[config.mk]
export PLATFORM = sky130hd
export DESIGN_NAME = obj_pixel_shifter
export DESIGN_NICKNAME = d
export VERILOG_FILES = /design/src/rtl/taitosj_obj_pkg.sv /design/src/rtl/obj_plane_shreg.sv /design/src/rtl/obj_pixel_shifter.sv
export SDC_FILE = /design/constraint.sdc
export NUM_CORES = 1
export LEC_CHECK = 0
export CAP_MARGIN = 15
export CORE_ASPECT_RATIO = 1.4
export CORE_UTILIZATION = 50
export DETAILED_ROUTE_END_ITERATION = 8
export DONT_BUFFER_PORTS = 1
export SLEW_MARGIN = 20
export SYNTH_ARGS = -nofsm -noshare
export SYNTH_HDL_FRONTEND = slang
export SYNTH_HIERARCHICAL = 1
export SYNTH_SLANG_ARGS = --single-unit
[constraint.sdc]
create_clock -name clkm_48MHZ -period 2.4 [get_ports clkm_48MHZ]
set_input_delay 0.12 -clock clkm_48MHZ [delete_from_list [all_inputs] [get_ports clkm_48MHZ]]
set_output_delay 0.12 -clock clkm_48MHZ [all_outputs]
set_load 0.01 [all_outputs]
[src/rtl/taitosj_obj_pkg.sv]
// rtl/taitosj_obj_pkg.sv - shared types and constants for the object pixel path
// Purpose: default geometry, fetch FSM state encoding, HN phase constants and
//          the bit-reverse helper used for horizontal flip.
// Ports:   none (package).
package taitosj_obj_pkg;

    localparam int GFX_AW_DEF = 11;
    localparam int PLANES_DEF = 3;

    // Horizontal-counter phases at which the timing generator raises the strobes.
    localparam logic [2:0] HN_FETCH = 3'b010;
    localparam logic [2:0] HN_LOAD  = 3'b111;

    typedef enum logic [1:0] {
        IDLE  = 2'd0,
        REQ   = 2'd1,
        READY = 2'd2
    } fetch_state_t;

    function automatic logic [7:0] bitrev8(input logic [7:0] b);
        logic [7:0] r;
        for (int i = 0; i < 8; i++) begin
            r[i] = b[7-i];
        end
        return r;
    endfunction

endpackage

[src/rtl/obj_plane_shreg.sv]
// rtl/obj_plane_shreg.sv - one 8-bit object bitplane shift register
// Purpose: loads a plane byte (optionally bit-reversed) and shifts it left one
//          pixel per ce with zero fill; the MSB is the current pixel bit.
// Ports:   i_clk, i_reset (sync, active-high), i_ce (pixel enable),
//          i_load (load instead of shift), i_flip (bit-reverse on load),
//          i_data (plane byte), o_msb (current pixel bit).
module obj_plane_shreg
    import taitosj_obj_pkg::*;
(
    input  logic       i_clk,
    input  logic       i_reset,
    input  logic       i_ce,
    input  logic       i_load,
    input  logic       i_flip,
    input  logic [7:0] i_data,
    output logic       o_msb
);

    logic [7:0] r_sh;

    always_ff @(posedge i_clk) begin
        if (i_reset) begin
            r_sh <= 8'h00;
        end else if (i_ce) begin
            if (i_load) begin
                r_sh <= i_flip ? bitrev8(i_data) : i_data;
            end else begin
                r_sh <= {r_sh[6:0], 1'b0};
            end
        end
    end

    assign o_msb = r_sh[7];

endmodule

[src/rtl/obj_pixel_shifter.sv]
// rtl/obj_pixel_shifter.sv - object graphics fetch and pixel shifter
// Purpose: per 8-pixel object slice, fetches PLANES bitplanes from the shared
//          gfx RAM (req/ack) and shifts them out as the QBUS colour code, with
//          in-range gating and horizontal flip.
// Ports:   clkm_48MHZ, reset (sync, active-high), pix_ce, fetch_stb, load_stb,
//          OBJ_CHA, OBJ_CINV, INRANG, gfx_req/gfx_addr/gfx_ack/gfx_data (RAM
//          port), QBUS (pixel code), underrun_cnt (missed fetches).
// Config:  OBJ_UNDERRUN_CNT_EN builds the saturating underrun counter;
//          otherwise underrun_cnt is tied to zero.
module obj_pixel_shifter
    import taitosj_obj_pkg::*;
#(
    parameter int GFX_AW = GFX_AW_DEF,
    parameter int PLANES = PLANES_DEF
) (
    input  logic                  clkm_48MHZ,
    input  logic                  reset,
    input  logic                  pix_ce,
    input  logic                  fetch_stb,
    input  logic                  load_stb,
    input  logic [12:0]           OBJ_CHA,
    input  logic                  OBJ_CINV,
    input  logic                  INRANG,
    output logic                  gfx_req,
    output logic [GFX_AW-1:0]     gfx_addr,
    input  logic                  gfx_ack,
    input  logic [8*PLANES-1:0]   gfx_data,
    output logic [PLANES-1:0]     QBUS,
    output logic [7:0]            underrun_cnt
);

    fetch_state_t              r_state;
    logic                      r_gfx_req;
    logic [GFX_AW-1:0]         r_gfx_addr;
    logic                      r_flip_p;
    logic                      r_rng_p;
    logic [8*PLANES-1:0]       r_pending;
    logic                      r_rng_reg;
    logic [PLANES-1:0]         r_qbus;

    logic                      w_fetch;
    logic                      w_load;
    logic [8*PLANES-1:0]       w_load_data;
    logic [PLANES-1:0]         w_msb;
    logic                      w_unused_cha;

    assign w_fetch      = fetch_stb & pix_ce;
    assign w_load       = load_stb & pix_ce;
    assign w_unused_cha = &{1'b0, OBJ_CHA[12:GFX_AW]};

    // Data entering the shifter on a load: fetched data, same-cycle bypass of
    // a late ack, or zeros when nothing arrived in time.
    always_comb begin
        w_load_data = '0;
        if (r_state == READY) begin
            w_load_data = r_pending;
        end else if (r_state == REQ && gfx_ack) begin
            w_load_data = gfx_data;
        end
    end

    // Load is handled first; a fetch in the same cycle then overrides the
    // state, so it always restarts from IDLE. A fetch also wins over an ack
    // that arrives with it, because that ack belongs to the superseded slice.
    always_ff @(posedge clkm_48MHZ) begin
        if (reset) begin
            r_state    <= IDLE;
            r_gfx_req  <= 1'b0;
            r_gfx_addr <= '0;
            r_flip_p   <= 1'b0;
            r_rng_p    <= 1'b0;
            r_pending  <= '0;
        end else begin
            if (w_load) begin
                r_state   <= IDLE;
                r_gfx_req <= 1'b0;
            end
            if (w_fetch) begin
                r_state    <= REQ;
                r_gfx_req  <= 1'b1;
                r_gfx_addr <= OBJ_CHA[GFX_AW-1:0];
                r_flip_p   <= OBJ_CINV;
                r_rng_p    <= INRANG;
                r_pending  <= '0;
            end else if (!w_load && r_state == REQ && gfx_ack) begin
                r_state   <= READY;
                r_gfx_req <= 1'b0;
                r_pending <= gfx_data;
            end
        end
    end

    for (genvar p = 0; p < PLANES; p++) begin : g_plane
        obj_plane_shreg u_plane (
            .i_clk   (clkm_48MHZ),
            .i_reset (reset),
            .i_ce    (pix_ce),
            .i_load  (w_load),
            .i_flip  (r_flip_p),
            .i_data  (w_load_data[8*p +: 8]),
            .o_msb   (w_msb[p])
        );
    end

    // QBUS samples the shifter before it moves, so the first pixel of a slice
    // appears one pix_ce after its load.
    always_ff @(posedge clkm_48MHZ) begin
        if (reset) begin
            r_rng_reg <= 1'b0;
            r_qbus    <= '0;
        end else if (pix_ce) begin
            r_qbus <= r_rng_reg ? w_msb : '0;
            if (w_load) begin
                r_rng_reg <= r_rng_p;
            end
        end
    end

    assign gfx_req  = r_gfx_req;
    assign gfx_addr = r_gfx_addr;
    assign QBUS     = r_qbus;

`ifdef OBJ_UNDERRUN_CNT_EN
    logic       w_underrun;
    logic [7:0] r_underrun_cnt;

    // A load abort and a restarting fetch cannot both count in one cycle: a
    // fetch alongside a load starts from IDLE.
    assign w_underrun = (w_load && r_state == REQ && !gfx_ack) ||
                        (w_fetch && !w_load && r_state != IDLE);

    always_ff @(posedge clkm_48MHZ) begin
        if (reset) begin
            r_underrun_cnt <= 8'h00;
        end else if (w_underrun && r_underrun_cnt != 8'hFF) begin
            r_underrun_cnt <= r_underrun_cnt + 8'h01;
        end
    end

    assign underrun_cnt = r_underrun_cnt;
`else
    assign underrun_cnt = 8'h00;
`endif

endmodule

# Word level (Yosys, flattened, before mapping)
# Cells that the tools add are included.
[word_totals] register_bits=68 latchBits=0 ramBits=0 romBits=0 in_bits=45 memories=0
[op_classes] n_addsub=0 n_mul=0 div=0 magnitude_cmp=0 n_eq_ne=2 shifts=0 n_mux=15 n_bitwise=2 n_reduce_logical=8
[ops] cell="$mux 24" n=2
[ops] cell="$mux 8" n=6
[ops] cell="$mux 1" n=4
[ops] cell="$mux 2" n=2
[ops] cell="$logic_and 1x1->1" n=3
[ops] cell="$mux 3" n=1
[ops] cell="$reduce_bool 3->1" n=1
[ops] cell="$and 1x1->1" n=2
[ops] cell="$eq 2x1->1 const B" n=1
[ops] cell="$eq 2x2->1 const B" n=1
[ops] cell="$reduce_and 2->1" n=1
[ops] cell="$reduce_bool 2->1" n=1
[ops] cell="$reduce_or 2->1" n=1
[ops] cell="$logic_not 1->1" n=1

# Logic depth before layout (Yosys ltp)
# Gate-level depths: netlist (run 1).
[logic_depth] word_depth=6 depth_mapped=6

# Modules after synthesis
# The synthesis (run 1) kept the hierarchy.
[by_module_without_submodules] mod="obj_pixel_shifter" instances=1 cells_per_inst=233 area_per_inst_um2=2103.3 seq_area_each_um2=860.8
[by_module_without_submodules] mod="obj_plane_shreg" instances=3 cells_per_inst=43 area_per_inst_um2=501.7 seq_area_each_um2=160.2

# Worst setup path after synthesis (run 1)
# Ideal clock, no wire load.
[synth_timing] path_type="register to register" from="register r_state[0]" to="register g_plane[1].u_plane.r_sh[5]" setup_ns=0.128 t_arrival_ns=1.335 slack_ns=0.937 stages_incl_launch_ff=7 cell_sequence="dfxtp_1 > and3b_1 > buf_6 > buf_6 > a22o_1 > mux2i_1 > o221ai_2"
[synth_via] elab_chain_len=6
[synth_rtl] item="start, declared" line="obj_pixel_shifter.sv:32" source="fetch_state_t r_state;"
[synth_rtl] item="start signal, assigned" line="obj_pixel_shifter.sv:67" source="r_state <= IDLE;"
[synth_rtl] item="start signal, assigned" line="obj_pixel_shifter.sv:75" source="r_state <= IDLE;"
[synth_rtl] item="start signal, assigned" line="obj_pixel_shifter.sv:79" source="r_state <= REQ;"
[synth_rtl] item="$eq 2x1->1" line="obj_pixel_shifter.sv:57" source="end else if (r_state == REQ && gfx_ack) begin"
[synth_rtl] item="$logic_and 1x1->1" line="obj_pixel_shifter.sv:57"
[synth_rtl] item="$mux 24" line="obj_pixel_shifter.sv:57"
[synth_rtl] item="$mux 24 *" line="obj_pixel_shifter.sv:55" source="if (r_state == READY) begin"
[synth_rtl] item="net w_load_data[10]" line="obj_pixel_shifter.sv:43" source="logic [8*PLANES-1:0] w_load_data;"
[synth_rtl] item="$mux 8 *" line="obj_plane_shreg.sv:26" source="r_sh <= i_flip ? bitrev8(i_data) : i_data;"
[synth_rtl] item="$mux 8 *" line="obj_plane_shreg.sv:25" source="if (i_load) begin"
[synth_rtl] item="end signal, assigned" line="obj_plane_shreg.sv:26"
[synth_rtl] item="end signal, assigned" line="obj_plane_shreg.sv:28" source="r_sh <= {r_sh[6:0], 1'b0};"
[synth_rtl] item="end, declared" line="obj_plane_shreg.sv:19" source="logic [7:0] r_sh;"
# Mark *: on every way through the listed nets, which the timed path passes. The rest lies on a longest branch.
# A chain may end at the register's enable or synchronous reset.

# Final worst setup path (run 1)
[layout_timing] from="register r_state[0]" to="register g_plane[1].u_plane.r_sh[7]"
# Same word-level chain as after synthesis.

==> results.py, run 1 <==
metrics = {
    "status": {
        "status": "finished clean",
    },
    "die": {
        "start_util": 0.517,
        "core_area_mm2": 0.00698,
        "ios": 68,
        "dieArea_mm2": 0.00757,
        "rows": 36,
        "die_w_um": 73.8,
        "die_h_um": 103,
    },
    "pwr": {
        "switchingPower_uw": 560,
        "irDropWorstVdd_v": 0.000454,
        "p_clk_frac": 0.403,
        "seq_power_share": 0.490,
        "power.internal_uw": 1790,
        "leakage_uw": 0.00132,
        "power_density_mw_per_mm2": 570,
        "switching_share": 0.239,
        "combPwrFrac": 0.107,
        "p_total_uw": 2350,
    },
    "timing": {
        "fin_ws_ns": 0.791,
        "rsz0062_at_grt": "false",
        "slew_headroom": 0.541,
        "fin_crit_ns": 1.61,
        "finalCritPeriodShare": 0.671,
        "setup_violations": 0,
        "max_freq_mhz": 621,
        "hold_viol": 0,
        "drv_slew": 0,
        "worst_slew_pin_slew_ns": 0.688,
        "tns_ns": 0,
        "skew_ns": 0.00494,
    },
    "flow_run": {
        "cap_violations": 0,
    },
    "drt": {
        "drt_wl_total_um": 8540,
        "drt-pass1-iter-count": 4,
        "drtIter0Drc": 173,
        "vias_per_cell": 5.82,
        "drc": 0,
        "num_vias": 2818,
        "wl_per_cell_um": 17.6,
        "ant_nets": 0,
    },
    "clock_network": {
        "cts-htree-levels": 3,
        "cts_buffer_depth": 2,
        "cts_buffers": 9,
        "clk_latency_ns": 0.35,
        "clk_pin_slew_ns": 0.07,
        "clkSinkCount": 67,
        "post_cts_resized": 0,
        "clockRootBuffer": "clkbuf_8",
        "cts_tree": "built",
    },
    "critical_path": {
        "r2r-end": "g_plane[1].u_plane/r_sh[7]",
        "r2r_slack_ns": 0.79,
        "cpMaxStageDelayCell": "dfxtp_1",
        "max_stage_delay_ns": 0.40,
        "worst-setup-path-type": "reg -> reg",
        "end_kind": "register",
        "cp_max_fo": 48,
        "worstPathCellList": "and3b_1, buf_12, a22o_1, mux2i_1, o221ai_1",
        "cp.arrival_ns": 1.83,
        "r2r_cells": 5,
        "start_kind": "register",
        "reg2reg_from": "r_state[0]",
        "required_ns": 2.62,
    },
    "synth": {
        "yosysTopAreaCell": "dfxtp_1",
        "syn_avg_cell_area_um2": 9.97,
        "async_reset_ff_frac": 0,
        "synth_edf_count": 0,
        "netlist_area_mm2": 0.00361,
        "synth_seq_area_share": 0.372,
        "synth-seq-cells": 67,
        "synth_top_area_frac": 0.372,
        "synth-main-ff-cell": "dfxtp_1",
        "synthesis.instances": 362,
        "yosys-top-cells-area": "dfxtp_1 37%, mux2i_1 6.7%, nand4bb_1 6.6%",
        "synth_cell_types": 31,
        "synth_warnings": 6,
    },
    "global_routing": {
        "grt_max_degree": 51,
        "antenna_found_initial": 0,
        "grt_first_pass_wirelength_um": 13600,
        "grt_use_met3": 0.0596,
        "grt_use_met2": 0.399,
        "grt_pass1_vias": 2743,
        "grt_usage": 0.241,
        "met1_usage": 0.297,
        "grt_overflow_total": 0,
        "top_usage_layer": "met2",
    },
    "place": {
        "port_buffers": 0,
        "placed_cells": 428,
        "placed_area_mm2": 0.00350,
        "pre_cts_slack_ns": 0.834,
        "place.gp.congestion": 0.720,
        "dp_hpwl_um": 4520,
    },
    "cells_and_area": {
        "final_nets": 430,
        "drive_gt1_frac": 0.170,
        "final_common_cell": "dfxtp_1",
        "layout_common_cells": "67 x dfxtp_1, 39 x dlygate4sd3_1, 29 x nand2_1",
        "final_cell_area_mm2": 0.00411,
        "antenna_cells": 0,
        "syn2layout_area_growth_pct": 14.0,
        "fin_cells": 484,
        "fillers": 614,
    },
    "worst_hold_path": {
        "hold_start": "pix_ce",
        "worstHoldEndpoint": "g_plane[0].u_plane/r_sh[2]",
        "hold_class": "in -> reg",
        "holdPathStages": 2,
    },
}
[layer usage]
| layer | share of wire | vias up |
|---|---|---|
| li1 | - | 1387 |
| met1 | 0.44 | 1347 |
| met2 | 0.49 | 70 |
| met3 | 0.046 | 14 |
| met4 | 0.021 | 0 |
| met5 | 0 | - |
[final cells by class]
class                           instances  area (um2)  area share
Timing Repair Buffer                   44         450       0.110
Tap cell                               95         119      0.0289
Sequential cell                        67        1340       0.326
Multi-Input combinational cell        259        1990       0.484
Clock inverter                          2        35.0     0.00852
Clock buffer                           13         159      0.0386
Inverter                                4        17.5     0.00426
[cells by family (layout without fill, tap and decap cells)]
kind of cell | after synthesis | count (layout) | synth area share
AO/OA/AOI/OAI | 115 | 115 | 0.252
AND/OR/NAND/NOR | 112 | 112 | 0.225
flip-flops | 67 | 67 | 0.372
buffers and inverters | 43 | 63 | 0.0839
multiplexers | 24 | 24 | 0.0666
other | 1 | 8 | 0.00104
[Yosys cell counts (all sizes together), types with 19 or more instances]
cell / n
o21ai: 24
nand2b: 24
mux2i: 24
a21boi: 24
buf: 35
nand3: 28
a22o: 24
o221ai: 21
nand2: 30
nand4bb: 21
dfxtp: 67
a21oi: 19
[worst max-delay path, delay by kind of cell, from the launching register on]
kind / cells / cell delay, ns
AO/OA/AOI/OAI: 2 / 0.42
buffers and inverters: 1 / 0.18
flip-flops: 1 / 0.40
multiplexers: 1 / 0.20
AND/OR/NAND/NOR: 1 / 0.25
[power groups by stage]
stage | logic [uW] | registers [uW] | clock network [uW]
final | 252 | 1150 | 946
after global routing | 274 | 1150 | 1020
after global placement | 173 | 1170 | 0
after CTS | 252 | 1150 | 970
after detailed placement | 175 | 1170 | 0
after floorplan | 193 | 1170 | 0
[through the flow]
step,hold slack (ns),util
final,0.0163,0.589
after global routing,0.00502,0.589
after CTS,0.000123,0.590
after detailed placement,0.196,0.502
after global placement,0.193,0.502
after floorplan,0.256,-
[worst max path at each step]
stage,start,to,slack [ns]
6_report,r_state[0],g_plane[1].u_plane/r_sh[7],0.79
5_1_grt,r_state[0],r_pending[7],0.65
4_1_cts,pix_ce,QBUS[0],0.78
3_5_place_dp,r_state[0],g_plane[2].u_plane/r_sh[5],0.83
3_3_place_gp,r_state[0],g_plane[2].u_plane/r_sh[6],0.85
2_1_floorplan,r_state[0],g_plane[1].u_plane/r_sh[5],0.94
[what timing repair did]
item,4_1_cts,5_1_grt
hold buffers,41,0
hold endpoints to repair,67,0
buffers inserted,0,0
setup endpoints to repair,0,0
(Power assumes the default switching activity.)
==> run 2, diff against run 1 <==
--- a/config.mk
+++ b/config.mk
@@ -5,6 +5,7 @@
 export SDC_FILE = /design/constraint.sdc
 export NUM_CORES = 1
 export LEC_CHECK = 0
+export ABC_AREA = 1
 export CAP_MARGIN = 15
 export CORE_ASPECT_RATIO = 1.4
 export CORE_UTILIZATION = 50
==> constraint.sdc (replaced) <==
create_clock -name clkm_48MHZ -period 1.67 [get_ports clkm_48MHZ]
set_input_delay 0.0835 -clock clkm_48MHZ [delete_from_list [all_inputs] [get_ports clkm_48MHZ]]
set_output_delay 0.0835 -clock clkm_48MHZ [all_outputs]
set_load 0.01 [all_outputs]
==> run 2 against run 1 <==
Compared with the run above: count of clock-buffer cells in the layout is 4 lower; final area is 0.79% lower; worst hold slack better by 0.022 ns; global-route usage is 1.7 points higher; via count is 20% higher; flip-flop and latch count stayed put; synthesized area is 3.3% lower; synthesized cell count is 43% higher; sequential power is 50% higher; total power is 54% higher; critical path type is now in -> reg; largest power group unchanged; highest routed layer unchanged.
==> results.py, run 2 <==
metrics = {
    "place": {
        "place.gp.congestion": 0.759,
        "port_buffers": 0,
        "dp_hpwl_um": 5170,
    },
    "die": {
        "dieArea_mm2": 0.00732,
        "die_h_um": 101,
        "ios": 68,
        "core_area_mm2": 0.00666,
        "start_util": 0.524,
        "rows": 35,
        "die_w_um": 72.6,
    },
    "synth": {
        "netlist_area_mm2": 0.00349,
        "synth_top_family_by_area": "simple AND/OR/NAND/NOR gates",
        "synthesis.instances": 518,
        "synthAdderAreaFrac": 0,
        "synth_seq_area_share": 0.384,
        "synthSimpleGateAreaFrac": 0.302,
        "synth_top_area_frac": 0.384,
        "synth-seq-cells": 67,
        "synth_cell_types": 21,
        "synth-compound-area-share": 0.162,
        "synth_warnings": 6,
        "synth_edf_count": 0,
        "synth.area.mux_share": 0,
        "yosysTopAreaCell": "dfxtp_1",
        "yosys-top-cells-count": "78 x nand2_1, 76 x nor2_1, 75 x nand3_1, 67 x dfxtp_1, 53 x inv_1",
        "yosys-top-cells-area": "dfxtp_1 38%, nand3_1 11%, nand2_1 8.4%",
        "async_reset_ff_frac": 0,
        "synth-main-ff-cell": "dfxtp_1",
        "synth_xor_area_frac": 0,
        "synth_most_common_cell": "nand2_1",
        "syn_avg_cell_area_um2": 6.74,
    },
    "timing": {
        "worst_slew_pin_slew_ns": 0.610,
        "hold_viol": 0,
        "fin_crit_ns": 1.41,
        "max_freq_mhz": 711,
        "rsz0062_at_grt": "false",
        "tns_ns": 0,
        "skew_ns": 0.00663,
        "slew_headroom": 0.593,
        "hold_ws_ns": 0.0387,
        "finalCritPeriodShare": 0.842,
        "setup_violations": 0,
        "drv_slew": 0,
    },
    "drt": {
        "drt-pass1-iter-count": 4,
        "drtIter0Drc": 231,
        "ant_nets": 0,
        "num_vias": 3385,
        "vias_per_cell": 5.23,
        "drt_wl_total_um": 8600,
        "drc": 0,
        "wl_per_cell_um": 13.3,
    },
    "cells_and_area": {
        "final_nets": 595,
        "drive_gt1_frac": 0.0793,
        "antenna_cells": 0,
        "layout_common_cells": "78 x nand2_1, 76 x nor2_1, 75 x nand3_1",
        "syn2layout_area_growth_pct": 16.9,
        "final_common_cell": "nand2_1",
    },
    "flow_run": {
        "cap_violations": 0,
    },
    "pwr": {
        "switching_share": 0.290,
        "power_density_mw_per_mm2": 887,
        "irDropWorstVdd_v": 0.000552,
        "seq_power_share": 0.478,
        "p_clk_frac": 0.382,
        "combPwrFrac": 0.140,
        "switchingPower_uw": 1050,
        "power.internal_uw": 2570,
        "leakage_uw": 0.00169,
    },
    "critical_path": {
        "cp_max_fo": 9,
        "end_kind": "register",
        "start_kind": "input pin",
        "worst-setup-path-type": "in -> reg",
        "cp.arrival_ns": 1.64,
        "required_ns": 1.91,
    },
    "global_routing": {
        "grt_overflow_total": 0,
        "grt_pass1_vias": 3201,
        "grt_usage": 0.258,
        "grt_max_degree": 36,
        "antenna_found_initial": 0,
        "grt_first_pass_wirelength_um": 14500,
    },
    "worst_hold_path": {
        "hold_class": "in -> reg",
    },
    "status": {
        "status": "finished clean",
    },
    "clock_network": {
        "clk_latency_ns": 0.35,
        "cts_buffer_depth": 2,
        "cts_buffers": 9,
        "postCtsSetupBuffers": 0,
        "cts-htree-levels": 3,
        "clkSinkCount": 67,
        "clk_pin_slew_ns": 0.08,
        "cts_tree": "built",
        "clockRootBuffer": "clkbuf_8",
    },
}
==> run 2: cell types whose count changed after synthesis, sizes merged, moves of 21 or more <==
cell and delta:
nand2b -24, o221ai -21, nand2 +50, a21oi +32, inv +61, mux2i -24
nor2 +78, o21ai +38, a22o -24, nand3 +48, nand4bb -21, a21boi -24
==> run 2: worst paths after layout <==
check                                  start                    endpoint  slack [ns]  cells after the start
setup / recovery                       reset                     QBUS[2]        0.26                      3
hold reg to reg   g_plane[0].u_plane/r_sh[7]                     QBUS[0]        0.48                      2
setup reg to reg                  r_state[0]  g_plane[0].u_plane/r_sh[7]        0.28                      6
hold / removal                        pix_ce  g_plane[0].u_plane/r_sh[0]        0.04                      2
==> run 2: power by group through the flow <==
stage,sequential [uW],combinational (uW),clock (uW)
after floorplan,1760,377,0
after global placement,1760,392,0
after detailed placement,1770,402,0
after CTS,1730,501,1430
after global routing,1740,580,1480
final,1730,506,1380
==> run 2: what timing repair did <==
action,4_1_cts,5_1_grt
endpoints found under the hold margin,66,0
endpoints found under the setup margin,0,40
hold buffers,43,0
resized for setup,0,2
==> run 2: per-layer routing <==
metal,global-route usage,share of wire
met1,0.301,0.43
met2,0.467,0.51
met3,0.0520,0.049
met4,0.0784,0.015
met5,0,0
==> run 2: worst max-delay path, cell delays in order <==
cell and delay [ns]:
dlygate4sd3_1 0.91, a21oi_1 0.06, dlygate4sd3_1 0.58
==> run 2: final cells by class <==
type | count | area [um2]
fillers | 667 | 2580
multi-input cells | 357 | 1670
well taps | 92 | 115
clock buffers | 9 | 124
clock inverters | 7 | 77.6
repair buffers | 49 | 498
flip-flops and latches | 67 | 1340
inverters | 66 | 256
==> run 2: cells by family (layout without fill, tap and decap cells) <==
| kind of cell | after synthesis | count (layout) |
|---|---|---|
| AOI/OAI and AO/OA | 113 | 113 |
| DFF | 67 | 67 |
| buffers and inverters | 102 | 131 |
| other | 1 | 8 |
| and+or+nand+nor | 235 | 236 |
==> run 2: metrics by stage <==
| stage | worst slack, ns | total power [uW] | util | cells | cell area, um2 |
|---|---|---|---|---|---|
| after floorplan | 0.380 | 2130 | - | 525 | 3520 |
| after CTS | 0.0521 | 3660 | 0.610 | 646 | 4060 |
| after global routing | 0.0852 | 3800 | 0.613 | 647 | 4080 |
| after detailed placement | 0.0649 | 2170 | 0.514 | 587 | 3420 |
| final | 0.264 | 3620 | 0.613 | 647 | 4080 |
| after global placement | 0.108 | 2160 | 0.514 | 587 | 3420 |
